File: config.mk
export PLATFORM = sky130hd
export DESIGN_NAME = divider_arbiter_flat
export DESIGN_NICKNAME = d
export VERILOG_FILES = /design/src/rtl/divider_arbiter_if.sv /design/src/rtl/divider_arbiter.sv /design/src/flat_wrapper.sv
export SDC_FILE = /design/constraint.sdc
export NUM_CORES = 1
export LEC_CHECK = 0
export CORE_UTILIZATION = 44
export DETAILED_ROUTE_END_ITERATION = 7
export PLACE_DENSITY = 0.69
export SKIP_LAST_GASP = 1
export SYNTH_ARGS = -nofsm -noshare
export SYNTH_HDL_FRONTEND = slang
export SYNTH_SLANG_ARGS = --single-unit
export TNS_END_PERCENT = 10
File: constraint.sdc
create_clock -name clk_in -period 4.7 [get_ports clk_in]
set_input_delay 0.47 -clock clk_in [delete_from_list [all_inputs] [get_ports clk_in]]
set_output_delay 0.47 -clock clk_in [all_outputs]
set_load 0.005 [all_outputs]
File: src/rtl/divider_arbiter_if.sv
// Bundle of requester-side and divider-side signals for divider_arbiter.
// The arbiter takes the slave view; requesters plus the divider take the master view.
interface divider_arbiter_if #(
    parameter int N        = 4,
    parameter int WIDTH    = 32,
    parameter int OUT_SIZE = 8
);
    logic [N-1:0]        req_valid_in;
    logic [N-1:0]        req_ready_out;
    logic [N*WIDTH-1:0]  req_dividend_in;
    logic [N*WIDTH-1:0]  req_divisor_in;
    logic [N-1:0]        resp_valid_out;
    logic [OUT_SIZE-1:0] resp_quotient_out;
    logic                resp_error_out;
    logic                resp_timeout_out;
    logic                div_valid_out;
    logic [WIDTH-1:0]    div_dividend_out;
    logic [WIDTH-1:0]    div_divisor_out;
    logic                div_rst_out;
    logic                div_valid_in;
    logic [OUT_SIZE-1:0] div_quotient_in;
    logic                div_error_in;

    modport slave (
        input  req_valid_in, req_dividend_in, req_divisor_in,
               div_valid_in, div_quotient_in, div_error_in,
        output req_ready_out, resp_valid_out, resp_quotient_out,
               resp_error_out, resp_timeout_out,
               div_valid_out, div_dividend_out, div_divisor_out, div_rst_out
    );

    modport master (
        output req_valid_in, req_dividend_in, req_divisor_in,
               div_valid_in, div_quotient_in, div_error_in,
        input  req_ready_out, resp_valid_out, resp_quotient_out,
               resp_error_out, resp_timeout_out,
               div_valid_out, div_dividend_out, div_divisor_out, div_rst_out
    );
endinterface

File: src/rtl/divider_arbiter.sv
// Round-robin sharing of one iterative signed divider between N requesters,
// with per-requester operand slots and a watchdog that resets a hung divider.
//
// state   | meaning
// --------+-------------------------------------------------------------
// IDLE    | pick next pending slot round-robin, launch it on the divider
// ISSUE   | start pulse is on the divider; arm the watchdog
// WAIT    | wait for divider result or watchdog terminal count
// DELIVER | one-cycle response pulse to owner, free its slot
module divider_arbiter #(
    parameter int N              = 4,
    parameter int WIDTH          = 32,
    parameter int OUT_SIZE       = 8,
    parameter int TIMEOUT_CYCLES = 1024
) (
    input  logic           clk_in,
    input  logic           rst_n_in,
    divider_arbiter_if.slave bus
);
    localparam int GW = $clog2(N);
    localparam int TW = (TIMEOUT_CYCLES > 1) ? $clog2(TIMEOUT_CYCLES) : 1;
    localparam logic [TW-1:0] TIMER_LOAD = TW'((TIMEOUT_CYCLES > 0) ? TIMEOUT_CYCLES - 1 : 0);

    typedef enum logic [1:0] {IDLE, ISSUE, WAIT, DELIVER} state_t;

    state_t              state, state_nxt;
    logic [N-1:0]        pending;
    logic [WIDTH-1:0]    slot_dividend [N];
    logic [WIDTH-1:0]    slot_divisor  [N];
    logic [GW-1:0]       last_grant, grant, winner;
    logic [GW:0]         probe;
    logic                found;
    logic [TW-1:0]       timer;
    logic                timer_tc;

    logic                div_valid_r, div_rst_r;
    logic [WIDTH-1:0]    div_dividend_r, div_divisor_r;
    logic [N-1:0]        resp_valid_r;
    logic [OUT_SIZE-1:0] resp_quotient_r;
    logic                resp_error_r, resp_timeout_r;

    assign bus.req_ready_out     = ~pending;
    assign bus.div_valid_out     = div_valid_r;
    assign bus.div_dividend_out  = div_dividend_r;
    assign bus.div_divisor_out   = div_divisor_r;
    assign bus.div_rst_out       = div_rst_r;
    assign bus.resp_valid_out    = resp_valid_r;
    assign bus.resp_quotient_out = resp_quotient_r;
    assign bus.resp_error_out    = resp_error_r;
    assign bus.resp_timeout_out  = resp_timeout_r;

    // Watchdog counts down from TIMEOUT_CYCLES-1; zero is the terminal count.
    assign timer_tc = (TIMEOUT_CYCLES != 0) && (timer == '0);

    // Search last_grant+1 .. last_grant+N, wrapping at N without a modulo.
    always_comb begin
        found  = 1'b0;
        winner = last_grant;
        probe  = '0;
        for (int k = 1; k <= N; k++) begin
            probe = {1'b0, last_grant} + (GW+1)'(k);
            if (probe >= (GW+1)'(N))
                probe = probe - (GW+1)'(N);
            if (!found && pending[probe[GW-1:0]]) begin
                found  = 1'b1;
                winner = probe[GW-1:0];
            end
        end
    end

    always_comb begin
        state_nxt = state;
        case (state)
            IDLE:    if (found) state_nxt = ISSUE;
            ISSUE:   state_nxt = WAIT;
            WAIT:    if (bus.div_valid_in || timer_tc) state_nxt = DELIVER;
            DELIVER: state_nxt = IDLE;
            default: state_nxt = IDLE;
        endcase
    end

    always_ff @(posedge clk_in or negedge rst_n_in) begin
        if (!rst_n_in) state <= IDLE;
        else           state <= state_nxt;
    end

    always_ff @(posedge clk_in or negedge rst_n_in) begin
        if (!rst_n_in) begin
            pending         <= '0;
            last_grant      <= GW'(N-1);
            grant           <= '0;
            timer           <= '0;
            div_valid_r     <= 1'b0;
            div_rst_r       <= 1'b0;
            div_dividend_r  <= '0;
            div_divisor_r   <= '0;
            resp_valid_r    <= '0;
            resp_quotient_r <= '0;
            resp_error_r    <= 1'b0;
            resp_timeout_r  <= 1'b0;
            for (int i = 0; i < N; i++) begin
                slot_dividend[i] <= '0;
                slot_divisor[i]  <= '0;
            end
        end else begin
            div_valid_r  <= 1'b0;
            div_rst_r    <= 1'b0;
            resp_valid_r <= '0;

            for (int i = 0; i < N; i++) begin
                if (bus.req_valid_in[i] && !pending[i]) begin
                    pending[i]       <= 1'b1;
                    slot_dividend[i] <= bus.req_dividend_in[i*WIDTH +: WIDTH];
                    slot_divisor[i]  <= bus.req_divisor_in[i*WIDTH +: WIDTH];
                end
            end

            case (state)
                IDLE: begin
                    if (found) begin
                        grant          <= winner;
                        div_valid_r    <= 1'b1;
                        div_dividend_r <= slot_dividend[winner];
                        div_divisor_r  <= slot_divisor[winner];
                    end
                end
                ISSUE: timer <= TIMER_LOAD;
                WAIT: begin
                    if (bus.div_valid_in) begin
                        resp_valid_r    <= {{(N-1){1'b0}}, 1'b1} << grant;
                        resp_quotient_r <= bus.div_quotient_in;
                        resp_error_r    <= bus.div_error_in;
                        resp_timeout_r  <= 1'b0;
                    end else if (timer_tc) begin
                        resp_valid_r    <= {{(N-1){1'b0}}, 1'b1} << grant;
                        resp_quotient_r <= '0;
                        resp_error_r    <= 1'b0;
                        resp_timeout_r  <= 1'b1;
                        div_rst_r       <= 1'b1;
                    end else if (timer != '0) begin
                        timer <= timer - 1'b1;
                    end
                end
                DELIVER: begin
                    pending[grant] <= 1'b0;
                    last_grant     <= grant;
                end
                default: ;
            endcase
        end
    end
endmodule

File: src/flat_wrapper.sv
// flat-port wrapper written by rule: the top's interface ports become plain ports
module divider_arbiter_flat 
#(
    parameter int N              = 4,
    parameter int WIDTH          = 32,
    parameter int OUT_SIZE       = 8,
    parameter int TIMEOUT_CYCLES = 1024
)
  (clk_in, rst_n_in, bus_req_valid_in, bus_req_dividend_in, bus_req_divisor_in, bus_div_valid_in, bus_div_quotient_in, bus_div_error_in, bus_req_ready_out, bus_resp_valid_out, bus_resp_quotient_out, bus_resp_error_out, bus_resp_timeout_out, bus_div_valid_out, bus_div_dividend_out, bus_div_divisor_out, bus_div_rst_out);
  divider_arbiter_if #(.N(N), .WIDTH(WIDTH), .OUT_SIZE(OUT_SIZE)) bus_i ();
  input  logic clk_in;
  input  logic rst_n_in;
  input wire logic [$bits(bus_i.req_valid_in)-1:0] bus_req_valid_in;
  input wire logic [$bits(bus_i.req_dividend_in)-1:0] bus_req_dividend_in;
  input wire logic [$bits(bus_i.req_divisor_in)-1:0] bus_req_divisor_in;
  input wire logic [$bits(bus_i.div_valid_in)-1:0] bus_div_valid_in;
  input wire logic [$bits(bus_i.div_quotient_in)-1:0] bus_div_quotient_in;
  input wire logic [$bits(bus_i.div_error_in)-1:0] bus_div_error_in;
  output wire logic [$bits(bus_i.req_ready_out)-1:0] bus_req_ready_out;
  output wire logic [$bits(bus_i.resp_valid_out)-1:0] bus_resp_valid_out;
  output wire logic [$bits(bus_i.resp_quotient_out)-1:0] bus_resp_quotient_out;
  output wire logic [$bits(bus_i.resp_error_out)-1:0] bus_resp_error_out;
  output wire logic [$bits(bus_i.resp_timeout_out)-1:0] bus_resp_timeout_out;
  output wire logic [$bits(bus_i.div_valid_out)-1:0] bus_div_valid_out;
  output wire logic [$bits(bus_i.div_dividend_out)-1:0] bus_div_dividend_out;
  output wire logic [$bits(bus_i.div_divisor_out)-1:0] bus_div_divisor_out;
  output wire logic [$bits(bus_i.div_rst_out)-1:0] bus_div_rst_out;
  assign bus_i.req_valid_in = bus_req_valid_in;
  assign bus_i.req_dividend_in = bus_req_dividend_in;
  assign bus_i.req_divisor_in = bus_req_divisor_in;
  assign bus_i.div_valid_in = bus_div_valid_in;
  assign bus_i.div_quotient_in = bus_div_quotient_in;
  assign bus_i.div_error_in = bus_div_error_in;
  assign bus_req_ready_out = bus_i.req_ready_out;
  assign bus_resp_valid_out = bus_i.resp_valid_out;
  assign bus_resp_quotient_out = bus_i.resp_quotient_out;
  assign bus_resp_error_out = bus_i.resp_error_out;
  assign bus_resp_timeout_out = bus_i.resp_timeout_out;
  assign bus_div_valid_out = bus_i.div_valid_out;
  assign bus_div_dividend_out = bus_i.div_dividend_out;
  assign bus_div_divisor_out = bus_i.div_divisor_out;
  assign bus_div_rst_out = bus_i.div_rst_out;
  divider_arbiter #(.N(N), .WIDTH(WIDTH), .OUT_SIZE(OUT_SIZE), .TIMEOUT_CYCLES(TIMEOUT_CYCLES)) u_core (.clk_in(clk_in), .rst_n_in(rst_n_in), .bus(bus_i));
endmodule
Word-level counts from Yosys, hierarchy flattened

Cells that the tools add are included.
W data, S select, Z words.

Bits in registers: 356
Output and inout bits: 84

$add $sub $neg: 9
$lt $le $gt $ge: 11
Equality and inequality tests: 8
Shift operators: 1
Mux-type cells: 54
Bitwise logic cells: 4
Reductions and logical operators: 25

Operators with widths:

| operator                | number |
|---|---|
| $bmux W32 S2            | 2 |
| $mux W32                | 4 |
| $mux W10                | 3 |
| $mux W1                 | 22 |
| $mux W2                 | 10 |
| $pmux W10 S2            | 1 |
| $mux W4                 | 4 |
| $mux W8                 | 2 |
| $ge A3 B3 Y1 const B    | 5 |
| $lt A2 B3 Y1 const B    | 5 |
| $logic_not A10 Y1       | 1 |
| $reduce_bool A10 Y1     | 1 |
| $sub A10 B1 Y10 const B | 1 |
| $bmux W1 S2             | 4 |
| $logic_and A1 B1 Y1     | 8 |
| $not A4 Y4              | 2 |
| $pmux W2 S4             | 1 |
| $sub A2 B1 Y2 const B   | 4 |
| $logic_not A1 Y1        | 7 |
| $add A2 B2 Y3 const B   | 2 |
| $ne A2 B1 Y1 const B    | 3 |
| $reduce_and A2 Y1       | 3 |
| $and A4 B4 Y4           | 1 |
| $eq A2 B2 Y1 const B    | 2 |
| other kinds (12)        | 14 |

Logic depth before layout (Yosys ltp)

Word-level depth: 19
Depth in mapped cells: 8

Least setup slack after synthesis

No wires, ideal clock.

Kind: register -> register
From: register u_core.timer[0]
To: register u_core.timer[6]
Setup time: 0.133 ns
Arrival time: 1.665 ns
Required time: 4.567 ns
Setup slack: 2.902 ns
Stages on the path, launching flop included: 9
Buffers on the path: 1
Path through: dfrtp_1 > inv_1 > ha_1 > or3b_1 > o31a_1 > buf_2 > nand4b_1 > xor2_1 > nand2_1

Longest elaborated chain between the ends: 5
Elaborated cells on any way between the ends: 10
Those cells by class: add/sub: 1; eq/ne: 2; mux: 4; reduce/logical: 3

Ends and longest elaborated chain:

| what                   | RTL line               | text |
|---|---|---|
| start, declared        | divider_arbiter.sv:33  | `logic [TW-1:0] timer;` |
| start signal, assigned | divider_arbiter.sv:141 | `timer <= timer - 1'b1;` |
| $sub A10 B1 Y10        | divider_arbiter.sv:141 |  |
| $mux W10               | divider_arbiter.sv:140 | `end else if (timer != '0) begin` |
| $mux W10               | divider_arbiter.sv:134 | `end else if (timer_tc) begin` |
| $mux W10               | divider_arbiter.sv:129 | `if (bus.div_valid_in) begin` |
| $pmux W10 S2           | divider_arbiter.sv:118 | `case (state)` |

Parallel ways exist; a longest one is shown, timed or not. The select of a mux whose other input is x is not followed.
A chain may end at the register's enable or synchronous reset.

Final worst setup path

From: register u_core.pending[2]
To: register u_core.div_dividend_r[25] (netlist: u_core.bus.div_dividend_out[25])

Longest elaborated chain between the ends: 16
Elaborated cells on any way between the ends: 27
Those cells by class: mux: 19; bitwise: 1; reduce/logical: 7

Ends and longest elaborated chain:

| what                                         | RTL line               | text |
|---|---|---|
| start, declared                              | divider_arbiter.sv:27  | `logic [N-1:0] pending;` |
| start signal, assigned                       | divider_arbiter.sv:89  | `pending <= '0;` |
| start signal, assigned by index              | divider_arbiter.sv:112 | `pending[i] <= 1'b1;` |
| start signal, assigned by index              | divider_arbiter.sv:145 | `pending[grant] <= 1'b0;` |
| $bmux W1 S2                                  | divider_arbiter.sv:64  | `if (!found && pending[probe[GW-1:0]]) begin` |
| $mux W1 (implied by the code)                | divider_arbiter.sv:64  |  |
| $mux W1                                      | divider_arbiter.sv:64  |  |
| $logic_not A1 Y1                             | divider_arbiter.sv:64  |  |
| $logic_and A1 B1 Y1                          | divider_arbiter.sv:64  |  |
| $mux W1                                      | divider_arbiter.sv:64  |  |
| $logic_not A1 Y1                             | divider_arbiter.sv:64  |  |
| $logic_and A1 B1 Y1                          | divider_arbiter.sv:64  |  |
| $mux W1                                      | divider_arbiter.sv:64  |  |
| $logic_not A1 Y1                             | divider_arbiter.sv:64  |  |
| $logic_and A1 B1 Y1                          | divider_arbiter.sv:64  |  |
| $mux W2                                      | divider_arbiter.sv:64  |  |
| $not A2 Y3 (implied by the code)             | divider_arbiter.sv:123 | `div_dividend_r <= slot_dividend[winner];` |
| $bmux W32 S2                                 | divider_arbiter.sv:123 |  |
| $mux W32 (implied by the code) (2 in series) | divider_arbiter.sv:123 |  |
| end signal, assigned                         | divider_arbiter.sv:123 |  |
| end, declared                                | divider_arbiter.sv:37  | `logic [WIDTH-1:0] div_dividend_r, div_divisor_r;` |

Parallel ways exist; a longest one is shown, timed or not. The select of a mux whose other input is x is not followed.

==> flow_summary_export.csv <==
group,metric,value,unit
outcome,outcome,"complete, no violations",
global_routing,met1_usage,0.310,
global_routing,grt_pass1_vias,10600,
routing,via_per_inst,5.30,
placed_design,dpl_worst_slack,1870,ps
layout,fin_cells,1865,
power_and_ir_drop,combPwrFrac,0.394,
global_routing,met2_usage,0.368,
yosys,seq_area_frac_synth,0.587,
setup_path,required,5060,ps
global_routing,grt_pass1_wl,62400,um
power_and_ir_drop,power_density,680,nW/um2
layout,drive_gt1_frac,0.251,
power_and_ir_drop,power.share.clock,0.215,
sta,finalHoldViolCount,0,
sta,tightest_slew,1080,ps
clock_tree,postCtsHoldBufs,0,
placed_design,dpl_cell_area,19000,um2
die,initial_core_util,0.449,
clock_tree,clock-sinks,356,
setup_path,critPathKind,"flop to flop",
routing,drtIter0Drc,406,
sta,maxSlewViolCount,0,
layout,areaGrowthSynthToFinish,33.4,%
sta,fin_crit_sh,0.594,
sta,setup_ws,1910,ps
yosys,yosysWarnings,0,
global_routing,grt_usage,0.228,
power_and_ir_drop,power,13.8,mW
sta,maxSlewHeadroom,0.277,
setup_path,cp_data_arrival_time,3150,ps
clock_tree,clk_pin_slew,60,ps
yosys,netlist_instances,1050,
placed_design,io_buffers,355,
power_and_ir_drop,switching_power,4.46,mW
routing,drc,0,
die,core.rowCount,67,
flow_run,max_cap_viol_count,0,
clock_tree,cts_made_buffers,39,
min_path,min_path_type,"primary input to asynchronous set/reset pin",
routing,ant_nets,0,
die,die-height,188,um
power_and_ir_drop,p_int,9.32,mW
sta,max_clock_freq,0.358,GHz
routing,totalWireLength,39700,um
yosys,synth-edff-count,0,
setup_path,crit_path_start_kind,"flop",
placed_design,place_inst,1800,
placed_design,dp_hpwl,26500,um
sta,rsz0062_at_grt,"no",
power_and_ir_drop,ir_worst_vdd,426,uV
global_routing,met3_usage,0.0517,
clock_tree,clk_path_buf_depth,3,
sta,period_needed,2790,ps
die,ios,356,
clock_tree,cts_tree,"built",
routing,drtPass1Iterations,4,
die,die_area,35300,um2
power_and_ir_drop,p_sw_frac,0.324,
global_routing,grt_max_degree,124,
yosys,ys.flop_type,"dfrtp_1",
yosys,async_flop_share,1.00,
placed_design,gp_congestion,0.787,
clock_tree,h-tree-depth,2,
clock_tree,insertion_delay,520,ps
sta,skew,16.1,ps
setup_path,crit_fanout,35,
global_routing,grt_antenna_before_repair,4,
power_and_ir_drop,p_leak,8.84,nW
sta,setup_viol,0,
yosys,synth-seq-cells,356,
setup_path,cp-end-kind,"flop",
routing,vias,9884,
clock_tree,post_cts_resized,0,
yosys,synth_nets,1328,
die,core_area,33800,um2
yosys,ys_types,46,
layout,fin_area,20300,um2
routing,wl_per_cell,21.3,um
global_routing,grt_busiest_layer,"met2",
clock_tree,cts_root_buf,"clkbuf_16",
yosys,synth_area,15200,um2
yosys,avgSynthCellArea,14.5,um2
global_routing,grt_overflow,0,
power_and_ir_drop,power_frac_seq,0.391,
layout,layout_common_cells,"354 x clkdlybuf4s50_1, 354 x dfrtp_1, 256 x mux2_2",
die,dieWidth,188,um
layout,nets,1671,
sta,setup-tns-final,0,ps
clock_tree,cts_setup_buffers,0,
-- worst max-delay path, cell delays in order, from the launching register on --
cell	delay, ps
dfrtp_1	490
nor4_2	400
nand2b_2	200
inv_2	70
nand2_2	670
buf_4	560
o221ai_1	220
-- cells by family after synthesis --
group	after synthesis	synth area share
fa+ha+maj	6	0.00494
simple gates	116	0.0340
compound gates	101	0.0590
buf+inv	80	0.0368
xor+xnor	6	0.00346
mux	385	0.275
flops	356	0.587
-- stage by stage --
| step | util | hold slack (ps) |
|---|---|---|
| 2_1_floorplan | - | 174 |
| 3_3_place_gp | 0.563 | 467 |
| 3_5_place_dp | 0.563 | 474 |
| 4_1_cts | 0.600 | 119 |
| 5_1_grt | 0.600 | 129 |
| 6_report | 0.600 | 53.9 |
-- state kept, by name, summed over array words and instances, names as in the netlist --
signal / flops
u_core.pending: 4
u_core.bus.div_valid_out: 1
u_core.bus.resp_timeout_out: 1
u_core.slot_dividend: 128
u_core.bus.resp_valid_out: 4
u_core.bus.div_divisor_out: 32
u_core.bus.div_rst_out: 1
u_core.bus.resp_quotient_out: 8
u_core.bus.div_dividend_out: 32
u_core.slot_divisor: 128
u_core.timer: 10
u_core.grant: 2
u_core.last_grant: 2
u_core.state: 2
u_core.bus.resp_error_out: 1
-- per-layer routing --
layer,wire length (um),vias to the layer above
li1,-,4509
met1,17500,4995
met2,18600,308
met3,2470,68
met4,1020,4
met5,26,-
-- cell type report --
type	count	area [um2]
multi-input cells	614	5750
diodes	2	5.00
clock buffers	55	1180
fillers	2636	13500
clock inverters	8	68.8
repair buffers	369	3740
flip-flops and latches	356	8910
inverters	13	48.8
well taps	448	561
-- power by group through the flow --
stage          clock [mW]  sequential, mW  combinational (mW)
6_report             2.97            5.39                5.42
3_3_place_gp            0            5.39                5.37
3_5_place_dp            0            5.43                5.51
4_1_cts              3.05            5.39                5.52
5_1_grt              3.17            5.58                5.88
2_1_floorplan           0            5.21                4.01
-- cell usage after synthesis, drive strengths merged, types with 4 or more instances --
library cell / n / share of area
nor2b: 5 / 0.0021
mux2: 256 / 0.19
clkbuf: 13 / 0.0035
nor2: 10 / 0.0025
ha: 6 / 0.0049
nand2b: 4 / 0.0016
nand2: 76 / 0.019
buf: 54 / 0.030
mux2i: 129 / 0.085
o21ai: 11 / 0.0036
a21oi: 6 / 0.0022
o221ai: 65 / 0.042
xor2: 4 / 0.0023
inv: 13 / 0.0032
nor3: 6 / 0.0023
dfrtp: 354 / 0.58
a22o: 9 / 0.0052
-- final timing paths --
kind / startpoint / to / slack, ps / cells after the start
min in group clk_in: u_core.bus.div_dividend_out[26] / u_core.bus.div_dividend_out[26] / 480 / 2
max: u_core.pending[2] / u_core.bus.div_dividend_out[25] / 1910 / 6
min reg2reg: u_core.bus.div_dividend_out[26] / u_core.bus.div_dividend_out[26] / 480 / 2
max reg2reg: u_core.pending[2] / u_core.bus.div_dividend_out[25] / 1910 / 6
max in group asynchronous: rst_n_in / u_core.slot_dividend[106] / 3410 / 2
min: rst_n_in / u_core.slot_divisor[10] / 50 / 1
Power figures use the tool's default switching activity.
